`config.mk`:
```
export PLATFORM = sky130hd
export DESIGN_NAME = key_event_tx
export DESIGN_NICKNAME = d
export VERILOG_FILES = /design/src/rtl/capiano_pkg.sv /design/src/rtl/sync_fifo.sv /design/src/rtl/key_event_tx.sv
export SDC_FILE = /design/constraint.sdc
export NUM_CORES = 1
export LEC_CHECK = 0
export ABC_AREA = 1
export CAP_MARGIN = 40
export CORE_ASPECT_RATIO = 2
export CORE_MARGIN = 2
export CORE_UTILIZATION = 55
export DETAILED_ROUTE_END_ITERATION = 10
export GPL_TIMING_DRIVEN = 0
export PLACE_DENSITY = 0.74
export SLEW_MARGIN = 30
export SYNTH_ARGS = -nofsm -noshare
export SYNTH_HDL_FRONTEND = slang
export SYNTH_SLANG_ARGS = --single-unit
```
`constraint.sdc`:
```
create_clock -name clk -period 7.76 [get_ports clk]
set_clock_uncertainty 0.1 [all_clocks]
set_input_delay 1.164 -clock clk [delete_from_list [all_inputs] [get_ports clk]]
set_output_delay 1.164 -clock clk [all_outputs]
set_load 0.02 [all_outputs]
```
`src/rtl/capiano_pkg.sv`:
```
`default_nettype none
// ============================================================================
// Package     : capiano_pkg
// Description : Shared constants, the output FSM encoding and a clog2 helper
//               for the key report path.
// Revision    : 1.0 - initial parametrised release
// ============================================================================
package capiano_pkg;

    localparam logic [7:0] SNAP_HDR      = 8'hFF;
    localparam int         EVT_PRESS_BIT = 7;
    localparam int         KEY_IDX_W     = 7;

    typedef logic [1:0] tx_state_t;
    localparam tx_state_t ST_IDLE      = 2'd0;
    localparam tx_state_t ST_EVT       = 2'd1;
    localparam tx_state_t ST_SNAP_HDR  = 2'd2;
    localparam tx_state_t ST_SNAP_BODY = 2'd3;

    function automatic int clog2(input int value);
        int result;
        int v;
        result = 0;
        v      = value - 1;
        while (v > 0) begin
            result = result + 1;
            v      = v >> 1;
        end
        return result;
    endfunction

endpackage : capiano_pkg
`default_nettype wire

```
`src/rtl/sync_fifo.sv`:
```
`default_nettype none
// ============================================================================
// Module      : sync_fifo
// Description : 8-bit single-clock FIFO, power-of-two depth, show-ahead head.
//               rst is synchronous and active-low like the rest of capiano.
// Revision    : 1.0 - initial release
// ============================================================================
module sync_fifo
    import capiano_pkg::*;
#(
    parameter int DEPTH = 16
) (
    input  logic       clk,
    input  logic       rst,
    input  logic       push,
    input  logic       pop,
    input  logic [7:0] din,
    output logic [7:0] dout,
    output logic       full,
    output logic       empty
);

    localparam int c_AW = clog2(DEPTH);

    logic [7:0]  r_mem [DEPTH];
    logic [c_AW:0] r_wr_ptr;
    logic [c_AW:0] r_rd_ptr;
    logic        w_do_push;
    logic        w_do_pop;

    assign w_do_push = push && !full;
    assign w_do_pop  = pop && !empty;

    always_ff @(posedge clk) begin
        if (w_do_push) begin
            r_mem[r_wr_ptr[c_AW-1:0]] <= din;
        end
    end

    always_ff @(posedge clk) begin
        if (!rst) begin
            r_wr_ptr <= '0;
            r_rd_ptr <= '0;
        end else begin
            if (w_do_push) r_wr_ptr <= r_wr_ptr + 1'b1;
            if (w_do_pop)  r_rd_ptr <= r_rd_ptr + 1'b1;
        end
    end

    // Extra pointer bit tells a full ring from an empty one.
    assign empty = (r_wr_ptr == r_rd_ptr);
    assign full  = (r_wr_ptr[c_AW] != r_rd_ptr[c_AW]) &&
                   (r_wr_ptr[c_AW-1:0] == r_rd_ptr[c_AW-1:0]);
    assign dout  = r_mem[r_rd_ptr[c_AW-1:0]];

endmodule : sync_fifo
`default_nettype wire

```
`src/rtl/key_event_tx.sv`:
```
`default_nettype none
// ============================================================================
// Module      : key_event_tx
// Description : Debounces the camera key vector and reports it to the UART
//               sender as per-key press/release events or per-frame bitmaps.
// Revision    : 1.0 - initial parametrised release
// ============================================================================
module key_event_tx
    import capiano_pkg::*;
#(
    parameter int N_KEYS     = 40,
    parameter int DEBOUNCE   = 3,
    parameter int FIFO_DEPTH = 16
) (
    input  logic              clk,
    input  logic              rst,
    input  logic              frame_tick,
    input  logic [N_KEYS-1:0] key_down,
    input  logic              snap_mode,
    output logic [7:0]        tx_data,
    output logic              tx_valid,
    input  logic              tx_ready,
    output logic [N_KEYS-1:0] stable_keys,
    output logic              coalesced
);

    localparam int c_CNT_W = (clog2(DEBOUNCE) < 1) ? 1 : clog2(DEBOUNCE);
    localparam int c_IDX_W = (clog2(N_KEYS) < 1) ? 1 : clog2(N_KEYS);
    localparam int c_NB    = (N_KEYS + 7) / 8;
    localparam int c_BUF_W = c_NB * 8;
    localparam int c_B_W   = (clog2(c_NB) < 1) ? 1 : clog2(c_NB);

    localparam logic [c_IDX_W-1:0] c_LAST_IDX  = c_IDX_W'(N_KEYS - 1);
    localparam logic [c_B_W-1:0]   c_LAST_BYTE = c_B_W'(c_NB - 1);

    logic [N_KEYS-1:0]  r_stable;
    logic [N_KEYS-1:0]  r_pending;
    logic [N_KEYS-1:0]  w_flip;
    logic [N_KEYS-1:0]  w_set;
    logic [N_KEYS-1:0]  w_clr;
    logic               r_coalesced;

    logic [c_IDX_W-1:0] r_scan_idx;
    logic               w_push;
    logic               w_hold;
    logic [7:0]         w_evt_byte;

    logic               w_fifo_full;
    logic               w_fifo_empty;
    logic               w_pop;
    logic [7:0]         w_fifo_dout;

    tx_state_t          r_state;
    logic               r_snap_req;
    logic [c_BUF_W-1:0] r_snap_buf;
    logic [c_B_W-1:0]   r_byte_idx;
    logic [c_B_W-1:0]   w_byte_next;
    logic [7:0]         w_snap_byte;
    logic               r_tx_valid;
    logic [7:0]         r_tx_data;
    logic               w_xfer;

    // Per-key debounce: count consecutive ticks that disagree with stable.
    for (genvar k = 0; k < N_KEYS; k++) begin : g_key
        logic [c_CNT_W-1:0] r_cnt;
        logic               w_differ;

        assign w_differ  = (key_down[k] != r_stable[k]);
        assign w_flip[k] = frame_tick && w_differ &&
                           ((32'(r_cnt) + 32'd1) == 32'(DEBOUNCE));

        always_ff @(posedge clk) begin
            if (!rst) begin
                r_cnt <= '0;
            end else if (frame_tick) begin
                if (!w_differ || w_flip[k]) r_cnt <= '0;
                else                        r_cnt <= r_cnt + 1'b1;
            end
        end
    end

    assign w_hold = r_pending[r_scan_idx] && w_fifo_full;
    assign w_push = r_pending[r_scan_idx] && !w_fifo_full;
    assign w_clr  = w_push ? (N_KEYS'(1) << r_scan_idx) : '0;
    assign w_set  = w_flip & {N_KEYS{~snap_mode}};

    always_comb begin
        w_evt_byte                = 8'(r_scan_idx);
        w_evt_byte[EVT_PRESS_BIT] = r_stable[r_scan_idx];
    end

    // A flip landing on an already pending key merges; set beats clear.
    always_ff @(posedge clk) begin
        if (!rst) begin
            r_stable    <= '0;
            r_pending   <= '0;
            r_coalesced <= 1'b0;
            r_scan_idx  <= '0;
        end else begin
            r_stable  <= r_stable ^ w_flip;
            r_pending <= (r_pending & ~w_clr) | w_set;
            if (|(w_flip & r_pending & ~w_clr)) r_coalesced <= 1'b1;
            if (!w_hold) begin
                r_scan_idx <= (r_scan_idx == c_LAST_IDX) ? '0 : r_scan_idx + 1'b1;
            end
        end
    end

    sync_fifo #(
        .DEPTH (FIFO_DEPTH)
    ) u_evt_fifo (
        .clk   (clk),
        .rst   (rst),
        .push  (w_push),
        .pop   (w_pop),
        .din   (w_evt_byte),
        .dout  (w_fifo_dout),
        .full  (w_fifo_full),
        .empty (w_fifo_empty)
    );

    assign w_xfer      = r_tx_valid && tx_ready;
    assign w_pop       = (r_state == ST_EVT) && w_xfer;
    assign w_byte_next = (r_state == ST_SNAP_HDR) ? '0 : r_byte_idx + 1'b1;
    assign w_snap_byte = r_snap_buf[{w_byte_next, 3'b000} +: 8];

    always_ff @(posedge clk) begin
        if (!rst) begin
            r_state    <= ST_IDLE;
            r_snap_req <= 1'b0;
            r_snap_buf <= '0;
            r_byte_idx <= '0;
            r_tx_valid <= 1'b0;
            r_tx_data  <= 8'h00;
        end else begin
            case (r_state)
                ST_IDLE: begin
                    if (!w_fifo_empty) begin
                        r_state    <= ST_EVT;
                        r_tx_valid <= 1'b1;
                        r_tx_data  <= w_fifo_dout;
                    end else if (r_snap_req) begin
                        r_state    <= ST_SNAP_HDR;
                        r_snap_buf <= c_BUF_W'(r_stable);
                        r_snap_req <= 1'b0;
                        r_tx_valid <= 1'b1;
                        r_tx_data  <= SNAP_HDR;
                    end
                end
                ST_EVT: begin
                    if (w_xfer) begin
                        r_state    <= ST_IDLE;
                        r_tx_valid <= 1'b0;
                    end
                end
                ST_SNAP_HDR: begin
                    if (w_xfer) begin
                        r_state    <= ST_SNAP_BODY;
                        r_byte_idx <= '0;
                        r_tx_data  <= w_snap_byte;
                    end
                end
                ST_SNAP_BODY: begin
                    if (w_xfer) begin
                        if (r_byte_idx == c_LAST_BYTE) begin
                            r_state    <= ST_IDLE;
                            r_tx_valid <= 1'b0;
                        end else begin
                            r_byte_idx <= w_byte_next;
                            r_tx_data  <= w_snap_byte;
                        end
                    end
                end
                default: begin
                    r_state    <= ST_IDLE;
                    r_tx_valid <= 1'b0;
                end
            endcase
            // A new frame request outranks the clear on header entry.
            if (frame_tick && snap_mode) r_snap_req <= 1'b1;
        end
    end

    assign tx_data     = r_tx_data;
    assign tx_valid    = r_tx_valid;
    assign stable_keys = r_stable;
    assign coalesced   = r_coalesced;

endmodule : key_event_tx
`default_nettype wire
```
==> results.py <==
metrics = {
    "outcome": {
        "status": "finished clean",
    },
    "grt": {
        "met1_usage": 0.332,
        "grt_max_degree": 19,
        "grt_busiest_layer": "met2",
        "grt_pass1_wl_um": 89600,
        "gr-usage-met2": 0.673,
        "use_met3": 0.0602,
        "antenna_found_initial": 0,
        "grt_overflow": 0,
        "track_usage": 0.372,
        "grt_pass1_vias": 15900,
    },
    "logic_synthesis": {
        "ys_async_sr_fraction": 0,
        "yosysUniqueCellTypes": 44,
        "syn_area_per_cell_um2": 7.95,
        "ys_ff_latch": 348,
        "syn-instance-count": 2121,
        "synth-edff-count": 112,
        "syn_area_mm2": 0.0169,
        "synth_ff_type": "dfxtp_1",
        "yosysSeqAreaShare": 0.480,
        "syn-num-nets": 2219,
        "yosysTopAreaCellShare": 0.280,
        "synth_area_leaders": "dfxtp_1, edfxtp_1, o21ai_0",
        "yosysWarnings": 0,
        "yosys.area.top_type": "dfxtp_1",
    },
    "critical_path": {
        "path_delay_family": "simple AND/OR/NAND/NOR gates",
        "path_cells": "buf_8 -> buf_6 -> inv_6 -> buf_6 -> clkbuf_1 -> buf_1 -> ha_1 -> nand2_1 -> inv_1 -> nand2_1 -> nor3_1 -> nand3_1 -> nand2_1 -> nand2_1 -> nor2_1 -> nand2_1 -> nor2_1 -> nand3_1 -> nand2_1 -> inv_1",
        "path_class": "register to register",
        "critPathLaunchType": "register",
        "worstSetupEndpointType": "register",
        "critPathSlowestCell": "buf_1",
        "path_max_fanout": 11,
        "path_depth": 20,
        "path_buf_inv": 8,
        "slowest_delay_ps": 480,
        "reg2reg_depth": 20,
        "cp.required_ps": 8140,
        "crit_top_cell": "nand2_1",
        "cp.arrival_ps": 4670,
    },
    "placed_design": {
        "portBuffers": 92,
        "gp_congestion": 1.04,
        "place_hpwl_um": 46900,
        "placed_area_mm2": 0.0183,
    },
    "routing": {
        "drt-initial-drc-count": 1066,
        "drtPass1Iterations": 5,
        "post_drt_wl_per_cell_um": 22.8,
        "drcViolationCount": 0,
        "vias": 15800,
        "totalWireLength_um": 60300,
        "vias_per_cell": 5.98,
        "ant_nets": 0,
    },
    "clocking": {
        "ctsRootBufferMaster": "clkbuf_16",
        "cts_tree": "built",
        "cts_buffers": 30,
        "clk_latency_ps": 580,
        "cts_htree_levels": 1,
        "cts_sinks": 348,
        "post-cts-setup-buffers": 0,
        "clkTransAtPathRegs_ps": 70,
        "cts_resized": 0,
        "clk_path_buf_depth": 3,
        "ctsHoldBuffers": 0,
    },
    "finish": {
        "fin_util": 0.641,
        "ff_latch_area_mm2": 0.00809,
        "syn_to_final_growth_pct": 14.7,
        "final_area_mm2": 0.0193,
        "layout_commonest_cell": "nand2_1",
        "multi_input_area_mm2": 0.00757,
        "final_nets": 2350,
        "fill_cells": 2639,
        "layout_common_cells": "nand2_1, o21ai_0, dfxtp_1, a21oi_1, nor2_1",
        "n_antenna_cell": 0,
        "drive_gt1_frac": 0.0760,
    },
    "floorplan": {
        "core_mm2": 0.0302,
        "dieWidth_um": 128,
        "die_h_um": 252,
        "start_util": 0.558,
        "io_pins": 95,
        "die_area_mm2": 0.0321,
        "rows": 90,
    },
    "sta": {
        "rsz0062_at_grt": "no",
        "period_share": 0.552,
        "report.final.slew_viol_count": 0,
        "slew_headroom": 0.397,
        "setup_viol": 0,
        "worst_pin_slew_ps": 904,
        "min_period_ps": 4290,
        "timing.fmax_mhz": 233,
        "whs_ps": 366,
        "tns_ps": 0,
        "hold_viol": 0,
    },
    "power": {
        "leakagePower_nw": 6.96,
        "finalPower_mw": 4.40,
        "cellPowerDensity_mw_per_mm2": 228,
        "peakVddDrop_uv": 206,
    },
    "min_path": {
        "min_path_cells": 2,
        "holdCritPathClass": "register to register",
    },
    "flow_run": {
        "cap_violations": 0,
    },
}
[worst register-to-register path, delay by kind of cell (launching register included)]
kind                     cells  cell delay (ps)
buffers and inverters        8             1660
AND/OR/NAND/NOR             11             1680
adder cells (fa/ha/maj)      1              300
flip-flops                   1              460
[cell families after synthesis]
group	synth area share
flops	0.480
fa+ha+maj	0.0393
compound gates	0.169
mux	0.000594
buf+inv	0.0707
simple gates	0.239
xor+xnor	0.00208
[through the flow]
step	worst slack (ps)	std cells
after floorplan	5070	2121
after global routing	3430	2644
after detailed placement	3700	2588
after CTS	3650	2644
after global placement	3600	2581
final	3470	2644
[cell usage after synthesis (2+ instances only)]
cell type    n
o22ai_1      6
buf_2       10
nand3_1    146
o21bai_1     2
clkbuf_2     3
nand2_1    309
xor2_1       3
nand2_2      3
a22oi_1      8
dfxtp_1    236
or2_2       81
edfxtp_1   112
o32ai_1      8
nor2_1     220
o21ai_1      4
clkinv_1     4
inv_1      176
nor4_1       2
inv_2        3
nand3_2      2
nor2_2       2
a211oi_1     6
a21oi_1    223
o211ai_1     8
buf_1        6
ha_1        53
o21ai_0    241
clkbuf_1    86
nor3_2       2
nand4_1     41
buf_6        7
o221ai_1    22
nor3_1      57
a31oi_1      2
nor3b_1     18
[path summary, 6_finish.rpt]
path | startpoint | endpoint | slack [ps]
worst min register to register | r_pending[26] | r_pending[26] | 370
worst min-delay path | r_pending[26] | r_pending[26] | 370
worst max-delay path | r_scan_idx[0] | coalesced | 3470
worst max register to register | r_scan_idx[0] | coalesced | 3470
[routing by layer]
metal	up-vias	part of all wire	wire length, um
met5	-	0	0
met4	0	0.12	7420
li1	7511	-	-
met1	7438	0.32	19100
met2	606	0.51	30700
met3	251	0.051	3090
[flip-flops by register name, indices dropped and copies added, names as in the netlist, named ones only]
signal / count
u_evt_fifo.r_mem: 112
r_snap_buf: 40
r_scan_idx: 6
r_pending: 40
r_byte_idx: 3
stable_keys: 40
g_key.r_cnt: 80
tx_valid: 1
r_snap_req: 1
coalesced: 1
r_state: 2
u_evt_fifo.r_wr_ptr: 5
tx_data: 8
u_evt_fifo.r_rd_ptr: 5
[layout make-up]
cell class              instances  share of cell area
clock buffers                  38              0.0425
plain buffers                 113              0.0257
flip-flops and latches        348               0.418
clock inverters                18             0.00958
well taps                     368              0.0238
inverters                     184              0.0360
multi-input cells            1476               0.392
repair buffers                 99              0.0521
[power by group]
| group | leakage, nW | internal [mW] | total (mW) | switching (mW) |
|---|---|---|---|---|
| clock | 0.487 | 0.855 | 1.57 | 0.713 |
| sequential | 2.91 | 1.97 | 2.04 | 0.0625 |
| combinational | 3.56 | 0.271 | 0.799 | 0.528 |
| total | 6.96 | 3.10 | 4.40 | 1.30 |
Note: power is estimated with default switching activity, not from simulation.
==> edit (same flow settings) <==
Register the inputs `key_down` and `snap_mode` before use. The logic sees them one clock later. The other inputs are not delayed to match.
--- a/src/rtl/key_event_tx.sv
+++ b/src/rtl/key_event_tx.sv
@@ -33,6 +33,14 @@
     localparam logic [c_IDX_W-1:0] c_LAST_IDX  = c_IDX_W'(N_KEYS - 1);
     localparam logic [c_B_W-1:0]   c_LAST_BYTE = c_B_W'(c_NB - 1);
 
+    logic [N_KEYS-1:0] key_down_q;
+    logic snap_mode_q;
+
+    always_ff @(posedge clk) begin
+        key_down_q  <= key_down;
+        snap_mode_q <= snap_mode;
+    end
+
     logic [N_KEYS-1:0]  r_stable;
     logic [N_KEYS-1:0]  r_pending;
     logic [N_KEYS-1:0]  w_flip;
@@ -65,7 +73,7 @@
         logic [c_CNT_W-1:0] r_cnt;
         logic               w_differ;
 
-        assign w_differ  = (key_down[k] != r_stable[k]);
+        assign w_differ  = (key_down_q[k] != r_stable[k]);
         assign w_flip[k] = frame_tick && w_differ &&
                            ((32'(r_cnt) + 32'd1) == 32'(DEBOUNCE));
 
@@ -82,7 +90,7 @@
     assign w_hold = r_pending[r_scan_idx] && w_fifo_full;
     assign w_push = r_pending[r_scan_idx] && !w_fifo_full;
     assign w_clr  = w_push ? (N_KEYS'(1) << r_scan_idx) : '0;
-    assign w_set  = w_flip & {N_KEYS{~snap_mode}};
+    assign w_set  = w_flip & {N_KEYS{~snap_mode_q}};
 
     always_comb begin
         w_evt_byte                = 8'(r_scan_idx);
@@ -177,7 +185,7 @@
                 end
             endcase
             // A new frame request outranks the clear on header entry.
-            if (frame_tick && snap_mode) r_snap_req <= 1'b1;
+            if (frame_tick && snap_mode_q) r_snap_req <= 1'b1;
         end
     end
 
Check against the original RTL: not equivalent (Yosys sat finds a counterexample within 4 cycles, from zero or initial values and one cycle with rst low).
==> edit against the unedited design <==
  * Wire length is 5.2% higher
  * Final area is 5.8% higher
  * Clock power is 11% higher
  * Synthesized area is 5.1% higher
  * Critical path type unchanged
  * Die area is 5.0% higher
  * Global-route usage is 0.56 points higher
  * Critical path depth is 2 lower
  * Via count is 2.5% higher
  * Cell count is 4.5% higher
  * Total power is 10% higher
  * Sequential cell count is 41 higher
  * Setup slack worse by 220 ps
  * Critical endpoint unchanged
==> edit: results <==
metrics = {
    "outcome": {
        "status": "finished clean",
    },
    "critical_path": {
        "r2r_end": "coalesced",
        "arrival_ps": 4890,
        "crit_slowest_cell": "nor3_1",
        "ff2ff_path_depth": 18,
        "r2r_slack_ps": 3260,
        "critPathMaxFanout": 19,
        "max_stage_delay_ps": 610,
    },
    "min_path": {
        "min_to": "r_snap_buf[0]",
        "hp-start": "r_snap_buf[0]",
        "hold_path.class": "flip-flop to flip-flop",
    },
    "sta": {
        "maxSlewViolCount": 0,
        "holdWs_ps": 361,
        "slew_headroom_pct": 39.2,
    },
    "global_routing": {
        "grt.total_usage_pct": 37.8,
        "met3_usage_pct": 7.15,
        "grt_pass1_wl_um": 93300,
        "antenna_found_initial": 1,
        "grt_max_degree": 21,
        "grtUsageMet1_pct": 33.2,
        "met2_usage_pct": 68.4,
    },
    "yosys": {
        "synthTopCellsByCount": "nand2_1, dfxtp_1, a21oi_1",
        "seq_area_frac_synth_pct": 50.3,
        "syn_nets": 2268,
        "ys_types": 40,
        "yosys_warnings": 0,
        "netlist_top_cells_area": "dfxtp_1, edfxtp_1, nand2_1",
    },
    "layout": {
        "fin_nets": 2408,
        "fillCellCount": 2834,
        "largest_reg_flops": 112,
        "drive_above_1_share_pct": 8.57,
    },
    "drt": {
        "drt-initial-drc-count": 945,
        "highest_layer": "met5",
        "num_vias": 16200,
        "wl_met3_um": 3350,
        "dr_wl_met2_um": 33100,
        "wl_per_cell_um": 23.0,
        "wl_met1_um": 19600,
    },
    "power_and_ir_drop": {
        "p_leak_nw": 7.43,
        "ir_drop_mv": 0.243,
    },
    "placed_design": {
        "dp_hpwl_um": 48400,
        "gp_congestion": 1.04,
        "port_buffers": 93,
    },
    "cts": {
        "clkTransAtPathRegs_ps": 80,
        "cts_buffers": 31,
        "clk_latency_ps": 600,
        "root_buffer": "clkbuf_16",
    },
}
-- edit: through the flow --
step	std cells	util (%)	setup slack (ps)	power (W)	cell area, sq um
floorplan	2170	-	5070	0.00280	17700
CTS	2753	63.6	3460	0.00482	20400
detailed placement	2696	60.1	3490	0.00311	19200
finish	2762	63.9	3260	0.00484	20400
global placement	2690	59.9	3500	0.00309	19200
global route	2761	63.9	3070	0.00501	20400
-- edit: worst max path at each step --
stage | from | end | slack (ps) | cells after the start
2_1_floorplan | frame_tick | g_key[10].r_cnt[1] | 5070 | 6
3_3_place_gp | r_scan_idx[2] | coalesced | 3500 | 14
3_5_place_dp | r_scan_idx[0] | coalesced | 3490 | 18
4_1_cts | r_scan_idx[0] | coalesced | 3460 | 18
5_1_grt | r_scan_idx[0] | coalesced | 3070 | 18
6_report | r_scan_idx[0] | coalesced | 3260 | 18
-- edit: logic make-up (layout without fill, tap and decap cells) --
group,count (synthesis),in the layout,synth area share (%)
adder cells (fa/ha/maj),53,53,3.74
XOR/XNOR,6,6,0.297
AND/OR/NAND/NOR,865,865,22.0
multiplexers,3,3,0.170
flip-flops,389,389,50.3
buffers and inverters,322,486,7.23
AO/OA/AOI/OAI,532,532,16.3
other,0,1,0
-- edit: final cells by class --
type | count | area (sq um) | area share [%]
buffer | 113 | 497 | 2.43
multi-input combinational | 1459 | 7530 | 36.8
clock inverter | 25 | 323 | 1.58
timing repair buffer | 107 | 1060 | 5.21
tap | 427 | 534 | 2.61
inverter | 209 | 786 | 3.84
antenna | 1 | 2.50 | 0.0122
sequential | 389 | 8910 | 43.6
clock buffer | 32 | 801 | 3.92
-- edit: power by group --
| group | switching, W | internal [W] |
|---|---|---|
| clock network | 0.000783 | 0.000964 |
| registers | 0.0000620 | 0.00220 |
| logic | 0.000560 | 0.000278 |
